--- src/rtl/soc_arbiter_bb_if.sv ---
// rtl/soc_arbiter_bb_if.sv - master-side request bundle and shared slave bus for soc_arbiter_bb
interface soc_arbiter_bb_if #(
    parameter int MASTERS    = 2,
    parameter int DATA_WIDTH = 32,
    parameter int ADDR_WIDTH = 32
);
    logic [MASTERS-1:0][ADDR_WIDTH-1:0] m_addr_i;
    logic [MASTERS-1:0][DATA_WIDTH-1:0] m_din_i;
    logic [MASTERS-1:0]                 m_en_i;
    logic [MASTERS-1:0]                 m_we_i;
    logic [MASTERS-1:0]                 m_lock_i;
    logic [MASTERS-1:0]                 m_stall_o;
    logic [MASTERS-1:0][DATA_WIDTH-1:0] m_dout_o;
    logic [MASTERS-1:0]                 m_rvalid_o;
    logic [ADDR_WIDTH-1:0]              s_addr_o;
    logic [DATA_WIDTH-1:0]              s_din_o;
    logic                               s_en_o;
    logic                               s_we_o;
    logic [DATA_WIDTH-1:0]              s_dout_i;

    modport master (
        output m_addr_i, m_din_i, m_en_i, m_we_i, m_lock_i, s_dout_i,
        input  m_stall_o, m_dout_o, m_rvalid_o, s_addr_o, s_din_o, s_en_o, s_we_o
    );

    modport slave (
        input  m_addr_i, m_din_i, m_en_i, m_we_i, m_lock_i, s_dout_i,
        output m_stall_o, m_dout_o, m_rvalid_o, s_addr_o, s_din_o, s_en_o, s_we_o
    );
endinterface

--- src/rtl/soc_arbiter_bb.sv ---
// rtl/soc_arbiter_bb.sv - round-robin Blackbone arbiter with lock and one-cycle read return
module soc_arbiter_bb #(
    parameter int MASTERS     = 2,
    parameter int DATA_WIDTH  = 32,
    parameter int ADDR_WIDTH  = 32,
    parameter int LOCK_ENABLE = 1
) (
    input logic             clk_i,
    input logic             rst_i,
    soc_arbiter_bb_if.slave bus
);
    localparam int PW = (MASTERS > 1) ? $clog2(MASTERS) : 1;
    localparam int CW = PW + 1;

    typedef enum logic {ARB, LOCKED} state_t;

    state_t             state, state_next;
    logic [PW-1:0]      ptr, ptr_next;
    logic [PW-1:0]      owner, owner_next;
    logic [PW-1:0]      gidx;
    logic [CW-1:0]      cand;
    logic [MASTERS-1:0] grant;
    logic [MASTERS-1:0] rd_pend;
    logic               found;

    function automatic logic [PW-1:0] wrap_inc(input logic [PW-1:0] k);
        return (k == PW'(MASTERS - 1)) ? '0 : k + 1'b1;
    endfunction

    always_comb begin
        grant      = '0;
        gidx       = '0;
        found      = 1'b0;
        cand       = '0;
        state_next = state;
        ptr_next   = ptr;
        owner_next = owner;

        if (state == LOCKED) begin
            if (bus.m_en_i[owner]) begin
                grant[owner] = 1'b1;
                gidx         = owner;
                found        = 1'b1;
            end
        end else begin
            // Scan from ptr upward with wrap; first requester wins.
            for (int i = 0; i < MASTERS; i++) begin
                cand = {1'b0, ptr} + CW'(i);
                if (cand >= CW'(MASTERS))
                    cand = cand - CW'(MASTERS);
                if (!found && bus.m_en_i[cand[PW-1:0]]) begin
                    grant[cand[PW-1:0]] = 1'b1;
                    gidx                = cand[PW-1:0];
                    found               = 1'b1;
                end
            end
        end

        case (state)
            ARB: begin
                if (found) begin
                    ptr_next = wrap_inc(gidx);
                    if (LOCK_ENABLE != 0 && bus.m_lock_i[gidx]) begin
                        state_next = LOCKED;
                        owner_next = gidx;
                    end
                end
            end
            LOCKED: begin
                // Dropping the lock bit releases even when the owner is idle.
                if (!bus.m_lock_i[owner]) begin
                    state_next = ARB;
                    if (found)
                        ptr_next = wrap_inc(owner);
                end
            end
            default: state_next = ARB;
        endcase
    end

    always_ff @(posedge clk_i or posedge rst_i) begin
        if (rst_i) begin
            state   <= ARB;
            ptr     <= '0;
            owner   <= '0;
            rd_pend <= '0;
        end else begin
            state   <= state_next;
            ptr     <= ptr_next;
            owner   <= owner_next;
            rd_pend <= grant & ~{MASTERS{bus.s_we_o}};
        end
    end

    always_comb begin
        bus.s_addr_o = '0;
        bus.s_din_o  = '0;
        bus.s_we_o   = 1'b0;
        for (int i = 0; i < MASTERS; i++) begin
            if (grant[i]) begin
                bus.s_addr_o = bus.s_addr_o | bus.m_addr_i[i];
                bus.s_din_o  = bus.s_din_o | bus.m_din_i[i];
                bus.s_we_o   = bus.s_we_o | bus.m_we_i[i];
            end
        end
    end

    assign bus.s_en_o     = |grant;
    assign bus.m_stall_o  = bus.m_en_i & ~grant;
    assign bus.m_rvalid_o = rd_pend;

    always_comb begin
        bus.m_dout_o = '0;
        for (int i = 0; i < MASTERS; i++) begin
            if (rd_pend[i])
                bus.m_dout_o[i] = bus.s_dout_i;
        end
    end
endmodule

--- src/flat_wrapper.sv ---
// flat-port wrapper written by rule: the top's interface ports become plain ports
module soc_arbiter_bb_flat 
#(
    parameter int MASTERS     = 2,
    parameter int DATA_WIDTH  = 32,
    parameter int ADDR_WIDTH  = 32,
    parameter int LOCK_ENABLE = 1
)
  (clk_i, rst_i, bus_m_addr_i, bus_m_din_i, bus_m_en_i, bus_m_we_i, bus_m_lock_i, bus_s_dout_i, bus_m_stall_o, bus_m_dout_o, bus_m_rvalid_o, bus_s_addr_o, bus_s_din_o, bus_s_en_o, bus_s_we_o);
  soc_arbiter_bb_if #(.MASTERS(MASTERS), .DATA_WIDTH(DATA_WIDTH), .ADDR_WIDTH(ADDR_WIDTH)) bus_i ();
  input logic clk_i;
  input logic rst_i;
  input wire logic [$bits(bus_i.m_addr_i)-1:0] bus_m_addr_i;
  input wire logic [$bits(bus_i.m_din_i)-1:0] bus_m_din_i;
  input wire logic [$bits(bus_i.m_en_i)-1:0] bus_m_en_i;
  input wire logic [$bits(bus_i.m_we_i)-1:0] bus_m_we_i;
  input wire logic [$bits(bus_i.m_lock_i)-1:0] bus_m_lock_i;
  input wire logic [$bits(bus_i.s_dout_i)-1:0] bus_s_dout_i;
  output wire logic [$bits(bus_i.m_stall_o)-1:0] bus_m_stall_o;
  output wire logic [$bits(bus_i.m_dout_o)-1:0] bus_m_dout_o;
  output wire logic [$bits(bus_i.m_rvalid_o)-1:0] bus_m_rvalid_o;
  output wire logic [$bits(bus_i.s_addr_o)-1:0] bus_s_addr_o;
  output wire logic [$bits(bus_i.s_din_o)-1:0] bus_s_din_o;
  output wire logic [$bits(bus_i.s_en_o)-1:0] bus_s_en_o;
  output wire logic [$bits(bus_i.s_we_o)-1:0] bus_s_we_o;
  assign bus_i.m_addr_i = bus_m_addr_i;
  assign bus_i.m_din_i = bus_m_din_i;
  assign bus_i.m_en_i = bus_m_en_i;
  assign bus_i.m_we_i = bus_m_we_i;
  assign bus_i.m_lock_i = bus_m_lock_i;
  assign bus_i.s_dout_i = bus_s_dout_i;
  assign bus_m_stall_o = bus_i.m_stall_o;
  assign bus_m_dout_o = bus_i.m_dout_o;
  assign bus_m_rvalid_o = bus_i.m_rvalid_o;
  assign bus_s_addr_o = bus_i.s_addr_o;
  assign bus_s_din_o = bus_i.s_din_o;
  assign bus_s_en_o = bus_i.s_en_o;
  assign bus_s_we_o = bus_i.s_we_o;
  soc_arbiter_bb #(.MASTERS(MASTERS), .DATA_WIDTH(DATA_WIDTH), .ADDR_WIDTH(ADDR_WIDTH), .LOCK_ENABLE(LOCK_ENABLE)) u_core (.clk_i(clk_i), .rst_i(rst_i), .bus(bus_i));
endmodule
--- config.mk ---
export PLATFORM = sky130hd
export DESIGN_NAME = soc_arbiter_bb_flat
export DESIGN_NICKNAME = d
export VERILOG_FILES = /design/src/rtl/soc_arbiter_bb_if.sv /design/src/rtl/soc_arbiter_bb.sv /design/src/flat_wrapper.sv
export SDC_FILE = /design/constraint.sdc
export NUM_CORES = 1
export LEC_CHECK = 0
export ABC_AREA = 1
export ABC_CLOCK_PERIOD_IN_PS = 2770
export BUFFER_PORTS_ARGS = -buffer_cell sky130_fd_sc_hd__buf_2
export CAP_MARGIN = 5
export CORE_AREA = 2 2 118 120
export CTS_CLUSTER_SIZE = 30
export DETAILED_ROUTE_END_ITERATION = 7
export DIE_AREA = 0 0 120 122
export GPL_ROUTABILITY_DRIVEN = 1
export MAX_ROUTING_LAYER = met4
export PLACE_DENSITY = 0.48
export SLEW_MARGIN = 30
export SYNTH_ARGS = -nofsm -noshare
export SYNTH_HDL_FRONTEND = slang
export SYNTH_SLANG_ARGS = --single-unit
--- constraint.sdc ---
create_clock -name clk_i -period 2.77 [get_ports clk_i]
set_input_delay 0.4155 -clock clk_i [delete_from_list [all_inputs] [get_ports clk_i]]
set_output_delay 0.4155 -clock clk_i [all_outputs]
set_load 0.05 [all_outputs]
=== Word level (Yosys, flattened, before mapping) ===
Cells that the tools add are included.

* Mux-type cells: 52
* Order comparisons: 9
* Bitwise logic cells: 9
* Add/sub/neg operators: 5
* Equality and inequality tests: 3
* Reductions and logical operators: 8

{| class="wikitable"
|+ Operators with widths
! kind !! number
|-
| 32-bit two-way mux || 6
|-
| 32-bit bitwise OR || 2
|-
| 1-bit two-way mux || 36
|-
| 2-bit two-way mux || 5
|-
| 1-bit by 2-bit less-than comparator with 1-bit output (second input constant) || 4
|-
| 3-bit AND reduction || 2
|-
| 2-bit AND || 2
|-
| 1-bit logical AND || 4
|-
| 2-bit inequality test (second input constant) || 2
|-
| 2-bit inverter || 2
|-
| 1-bit one-hot mux with 2 select lines || 2
|-
| 1-bit demux with 1-bit select || 3
|-
| 1-bit >= comparator (second input constant) || 3
|-
| 1-bit adder (second input constant) || 2
|-
| 1-bit by 1-bit adder with 2-bit output (second input constant) || 1
|-
| 1-bit by 2-bit >= comparator with 1-bit output (second input constant) || 1
|-
| 2-bit >= comparator (second input constant) || 1
|-
| 2-bit by 1-bit inequality test with 1-bit output (second input constant) || 1
|-
| 2-bit bitwise OR || 1
|-
| 2-bit OR reduction || 1
|-
| 1-bit subtractor (second input constant) || 2
|-
| 1-bit logical NOT || 1
|-
| 1-bit inverter || 1
|-
| 1-bit bitwise OR || 1
|}

* Flip-flop bits (word level): 5
* Bits of input ports: 168

=== Logic depth before layout (Yosys ltp) ===
Gate-level depths: netlist (run 1).

* Depth after elaboration: 17
* Depth in mapped cells: 9
* Depth with buffers taken out: 7

=== Least setup slack after synthesis (run 1) ===
Ideal clock, no wire load.

* Kind: reg-to-output
* Start point: register u_core.state
* End point: output bus_m_stall_o[0]
* Required time: 2355 ps
* Path slack: 753 ps
* Arrival: 1601 ps
* Cell stages (with the launch flop): 8
* Path through: dfrtp_1 -> inv_1 -> nand3b_1 -> inv_1 -> nor2_2 -> inv_2 -> buf_2 -> nor2_1

* Longest elaborated chain between the ends: 3

{| class="wikitable"
|+ RTL lines
! element !! line !! RTL
|-
| start: declaration || soc_arbiter_bb.sv:17 || <nowiki>state_t state, state_next;</nowiki>
|-
| start signal: assignment || soc_arbiter_bb.sv:88 || <nowiki>state <= state_next;</nowiki>
|-
| 2-bit two-way mux || soc_arbiter_bb.sv:39 || <nowiki>if (state == LOCKED) begin</nowiki>
|-
| 2-bit inverter || soc_arbiter_bb.sv:109 || <nowiki>assign bus.m_stall_o = bus.m_en_i & ~grant;</nowiki>
|-
| 2-bit AND || soc_arbiter_bb.sv:109 ||
|-
| end: declaration || flat_wrapper.sv:19 || <nowiki>output wire logic [$bits(bus_i.m_stall_o)-1:0] bus_m_stall_o;</nowiki>
|}

No other way between the ends.

=== Final worst setup path (run 1) ===
* Start point: register u_core.state
* End point: output bus_s_addr_o[2]

* Longest elaborated chain between the ends: 4

{| class="wikitable"
|+ RTL lines
! element !! line !! RTL
|-
| 2-bit two-way mux (*) || soc_arbiter_bb.sv:39 ||
|-
| 32-bit two-way mux || soc_arbiter_bb.sv:100 || <nowiki>if (grant[i]) begin</nowiki>
|-
| 32-bit bitwise OR || soc_arbiter_bb.sv:101 || <nowiki>bus.s_addr_o = bus.s_addr_o | bus.m_addr_i[i];</nowiki>
|-
| 32-bit two-way mux (*) || soc_arbiter_bb.sv:100 ||
|-
| end: declaration || flat_wrapper.sv:22 || <nowiki>output wire logic [$bits(bus_i.s_addr_o)-1:0] bus_s_addr_o;</nowiki>
|}

Mark *: on every way between the ends. The rest lies on a longest branch, timed or not.

==> results.toml, run 1 <==
[status]
outcome = "complete, no violations"

[synth]
syn-cell-area_sq_um = 1658
ys_ff_latch = 5
synthTopCellsByArea = "nand2_1, inv_1, dfrtp_1"
synthCells = 389
ys_seq_area_share_pct = 7.547
synth_area_per_cell_sq_um = 4.262
synth_edf_count = 0
synthArstFlopShare_pct = 100.0
ys_warn_count = 0
post-synth-top-count-cell = "nand2_1"
yosysTopAreaCell = "nand2_1"
ys_top_cells_by_count = "nand2_1, inv_1, buf_6, nor2_1, clkbuf_1"
synth_top_area_share_pct = 61.13
synth.distinct_cells = 16
synthFlopType = "dfrtp_1"
syn_nets = 557

[clocking]
clock_latency_ps = 230
post_cts_buffers = 0
clock-sinks = 5
path_clk_slew_ps = 30
clockBufferDepth = 2
hold_buffers = 0
cts_resized = 0
cts_tree = "done"
cts_inserted_buffers = 3
htreeDepth = 1
cts_root_buffer = "clkbuf_16"

[critical_path]
required_ps = 2350
critPathKind = "register to primary output"
cp-end-kind = "primary output"
crit_path_start_kind = "register"
reg2regPathDepth = 7
path_delay_family = "buffers and inverters"
crit_chain = "nand2_1, nand2_1, nor2_1, nor2_2, inv_2, buf_4, nand2_1, nand2_1, buf_2"
r2r_setup_slack_ps = 1290
crit_arrival_ps = 2000
r2r-end = "u_core.bus.m_rvalid_o[1]"
timing.rr.start = "u_core.state"
crit_fanout = 21
cp_num_buf_inv = 3
cp_slowest_cell = "dfrtp_1"
critPathMaxStageDelay_ps = 420
path_common_cell = "nand2_1"

[layout]
nets = 856
drive_gt1_share_pct = 46.72
n_antenna_cell = 0
areaGrowthSynthToFinish_pct = 107.8
instances_no_fill = 867

[timing]
slew_headroom_pct = 68.11
finalCritPeriodShare_pct = 87.10
max_freq_mhz = 414.5
setup_viol = 0
final_max_slew_viol_count = 0
fin_ws_ps = 357.4
period_needed_ps = 2413
fin_worst_skew_ps = 2.843
setup-tns-final_ps = 0
worst_pin_slew_ps = 477.6
rsz0062_at_grt = "false"
hold_viol = 0

[global_route]
track_usage_pct = 9.972
grt_start_max_net_pins = 68
grt-ovfl-total = 0
antenna_found_initial = 0
grt_pass1_wl_mm = 11.84
first_global_vias = 2724

[floorplan]
die_w_um = 120
pin_count = 302
core_area_sq_um = 13500
die_h_um = 122
die_area_sq_um = 14640
initial_core_util_pct = 12.28
rows = 43

[worst_hold_path]
hp-class = "input port to asynchronous set/reset pin"

[power]
peakVddDrop_mv = 0.4534
p_leak_nw = 2.838
power_mw = 3.785
powerDensity_nw_per_um2 = 1098

[place]
place.gp.congestion = 0.7691
dp_cells = 863
pre_cts_slack_ps = 472.2
hpwlAfterDp_mm = 6.986
port_buffers = 301

[route]
wire_per_inst_um = 9.526
drt-initial-drc-count = 112
drc = 0
dr.pass1.iters = 4
dr_total_vias = 3129
final_antenna_net_count = 0
drt-total-wl_mm = 8.259
viasPerCell = 3.609

[run]
cap_violations = 0
[cells by family after synthesis]
group / after synthesis / synth area share, %
AO/OA/AOI/OAI: 4 / 1.434
flip-flops: 5 / 7.547
buffers and inverters: 96 / 25.96
AND/OR/NAND/NOR: 284 / 65.06
[placed cells by master (no fill, tap or decap), drive strengths merged]
cell	synthesis	final
nand4	1	1
inv	76	76
dfrtp	5	5
o21ai	2	2
a21oi	2	2
clkbuf	6	4
nor2	9	9
nand2	270	270
nand3b	1	1
nand3	3	3
buf	14	314
[worst max path at each step]
stage	from	end	cells past startpoint
global route	u_core.state	bus_s_addr_o[26]	9
CTS	u_core.state	bus_s_addr_o[2]	9
global placement	bus_m_en_i[1]	bus_s_din_o[4]	10
floorplan	u_core.state	bus_m_stall_o[0]	7
detailed placement	bus_m_en_i[1]	bus_s_addr_o[2]	10
finish	u_core.state	bus_s_addr_o[2]	9
[through the flow]
stage / hold WS [ps] / instance area [sq um] / util [%]
2_1_floorplan: 194.0 / 1658 / -
3_3_place_gp: 327.8 / 3367 / 24.93
3_5_place_dp: 323.6 / 3367 / 24.93
4_1_cts: 95.37 / 3446 / 25.52
5_1_grt: 116.4 / 3446 / 25.52
6_report: 85.49 / 3446 / 25.52
[registers in the layout (all words and copies together), names as in the netlist]
| register | cells |
|---|---|
| u_core.bus.m_rvalid_o | 2 |
| u_core.owner | 1 |
| u_core.ptr | 1 |
| u_core.state | 1 |
[routing by layer]
layer | track usage (%) | share of wire [%] | routed length [um] | vias to the layer above
met1 | 10.24 | 38 | 3150 | 1255
met3 | 1.732 | 10 | 837 | 4
met4 | 1.324 | 0.79 | 65 | 0
met2 | 20.06 | 51 | 4205 | 191
met5 | - | 0 | 0 | -
li1 | - | - | - | 1679
[power by group]
part           internal (mW)  switching [mW]
combinational          0.762            2.66
sequential             0.105          0.0217
clock                  0.191          0.0450
[final cells by class]
class / instances / area [sq um]
flip-flops and latches: 5 / 125.1
clock buffers: 4 / 78.83
inverters: 76 / 285.3
fillers: 1593 / 10060
multi-input cells: 288 / 1102
well taps: 180 / 225.2
repair buffers: 314 / 1629
(Power assumes the default switching activity.)
==> run 2: changes to the inputs <==
Settings changed: CORE_AREA 2 2 118 120 to 2 2 116 118, CTS_BUF_LIST set to sky130_fd_sc_hd__clkbuf_4 sky130_fd_sc_hd__clkbuf_8, DIE_AREA 0 0 120 122 to 0 0 118 120, PLACE_DENSITY 0.48 to 0.49.
==> results.toml, run 2 (synthesis results as in run 1) <==
[power]
p_sw_mw = 2.715
p_leak_nw = 2.784
clockPowerShare_pct = 3.9
p_sw_share_pct = 75.21
p_seq_share_pct = 3.6
internal_power_mw = 0.8948
peakVddDrop_mv = 0.4292
p_comb_share_pct = 92.5
powerDensity_nw_per_um2 = 1083

[run]
cap_violations = 0

[clocking]
cts_inserted_buffers = 3
cts_tree = "done"
clock-sinks = 5
clock_latency_ps = 220
hold_buffers = 0
cts_root_buffer = "clkbuf_8"
clockBufferDepth = 2
post_cts_buffers = 0
htreeDepth = 1
path_clk_slew_ps = 30
cts_resized = 0

[critical_path]
crit_chain = "a21oi_1, nand2_1, inv_2, buf_4, nand2_1, o21ai_2, buf_2"
required_ps = 2350
critPathMaxStageDelay_ps = 430
crit_path_start_kind = "register"
crit_fanout = 29
crit_arrival_ps = 1880
critPathKind = "register to primary output"
path_common_cell = "nand2_1"
cp-end-kind = "primary output"
cp_slowest_cell = "dfrtp_1"

[timing]
final_max_slew_viol_count = 0
hold_viol = 0
fin_ws_ps = 469.8
slew_headroom_pct = 72.86
setup-tns-final_ps = 0
setup_viol = 0
rsz0062_at_grt = "false"
period_needed_ps = 2300
worst_pin_slew_ps = 407.0
fin_worst_skew_ps = 0.03809
finalCritPeriodShare_pct = 83.04
max_freq_mhz = 434.7

[place]
hpwlAfterDp_mm = 7.212
port_buffers = 301
place.gp.congestion = 0.8011
pre_cts_slack_ps = 583.4

[global_route]
track_usage_pct = 10.91
grt_start_max_net_pins = 44
first_global_vias = 2923
grt-ovfl-total = 0
antenna_found_initial = 0
grt_pass1_wl_mm = 12.74

[layout]
areaGrowthSynthToFinish_pct = 101.1
drive_gt1_share_pct = 46.32
mostFrequentLayoutCell = "buf_2"
largest_register_ffs = 2
nets = 849
final_cell_mix = "buf_2, nand2_1, inv_1"
n_antenna_cell = 0

[route]
viasPerCell = 3.632
drt-initial-drc-count = 89
drc = 0
dr.pass1.iters = 4
drt-total-wl_mm = 8.468
dr_total_vias = 3109
wire_per_inst_um = 9.893
final_antenna_net_count = 0

[floorplan]
die_area_sq_um = 14160
core_area_sq_um = 12980
initial_core_util_pct = 12.77
die_w_um = 118
rows = 42
die_h_um = 120
pin_count = 302

[status]
outcome = "complete, no violations"

[worst_hold_path]
hp-class = "input port to asynchronous set/reset pin"
run 2: changes by cell type in the layout (fill, tap and decap cells not counted), sizes merged:
cell	previous run	this run
buf	314	307
run 2: worst max-delay path: cells and delay by family, from the launching register on:
family / cells / cell delay [ps]
buf+inv: 3 / 670
flops: 1 / 430
compound gates: 2 / 310
simple gates: 2 / 270
run 2: area by class of cell:
cell class	instances	area, sq um
fill	1550	9647
tap	176	220.2
sequential	5	125.1
clock buffer	4	48.80
multi-input combinational	288	1102
timing repair buffer	307	1551
inverter	76	285.3
run 2: path summary, 6_finish.rpt:
check                           startpoint                  endpoint  slack, ps  cells past startpoint
min in group clk_i         bus_m_lock_i[1]              u_core.owner        480                      3
max                           u_core.state                bus_s_we_o        470                      7
min reg2reg                     u_core.ptr                u_core.ptr        510                      2
max reg2reg                   u_core.state  u_core.bus.m_rvalid_o[1]       1220                      7
min                                  rst_i              u_core.owner         80                      2
max in group asynchronous            rst_i  u_core.bus.m_rvalid_o[0]       2530                      2
run 2: per-layer routing:
metal  routed length (um)  vias to the layer above  global-route usage (%)
li1                     -                     1664                       -
met1                 3335                     1263                   11.71
met2                 4445                      180                   21.33
met3                  669                        2                   1.759
met4                   18                        0                   1.732
met5                    0                        -                       -
run 2: per-stage QoR:
stage                     cell area (sq um)  hold slack (ps)  instances  util, %  total power, mW
final                                  3333            82.11        856    25.68            3.610
after global routing                   3333            98.07        856    25.68            3.845
after CTS                              3333            85.93        856    25.68            3.641
after detailed placement               3284            316.5        852    25.30            3.491
after global placement                 3284            315.8        852    25.30            3.509
after floorplan                        1658            194.0        389        -            2.806
run 2: power by group through the flow:
stage	Sequential, mW	Clock (mW)	Combinational (mW)
2_1_floorplan	0.161	0	2.64
6_report	0.130	0.142	3.34
4_1_cts	0.129	0.144	3.37
3_3_place_gp	0.131	0	3.38
5_1_grt	0.134	0.151	3.56
3_5_place_dp	0.130	0	3.36
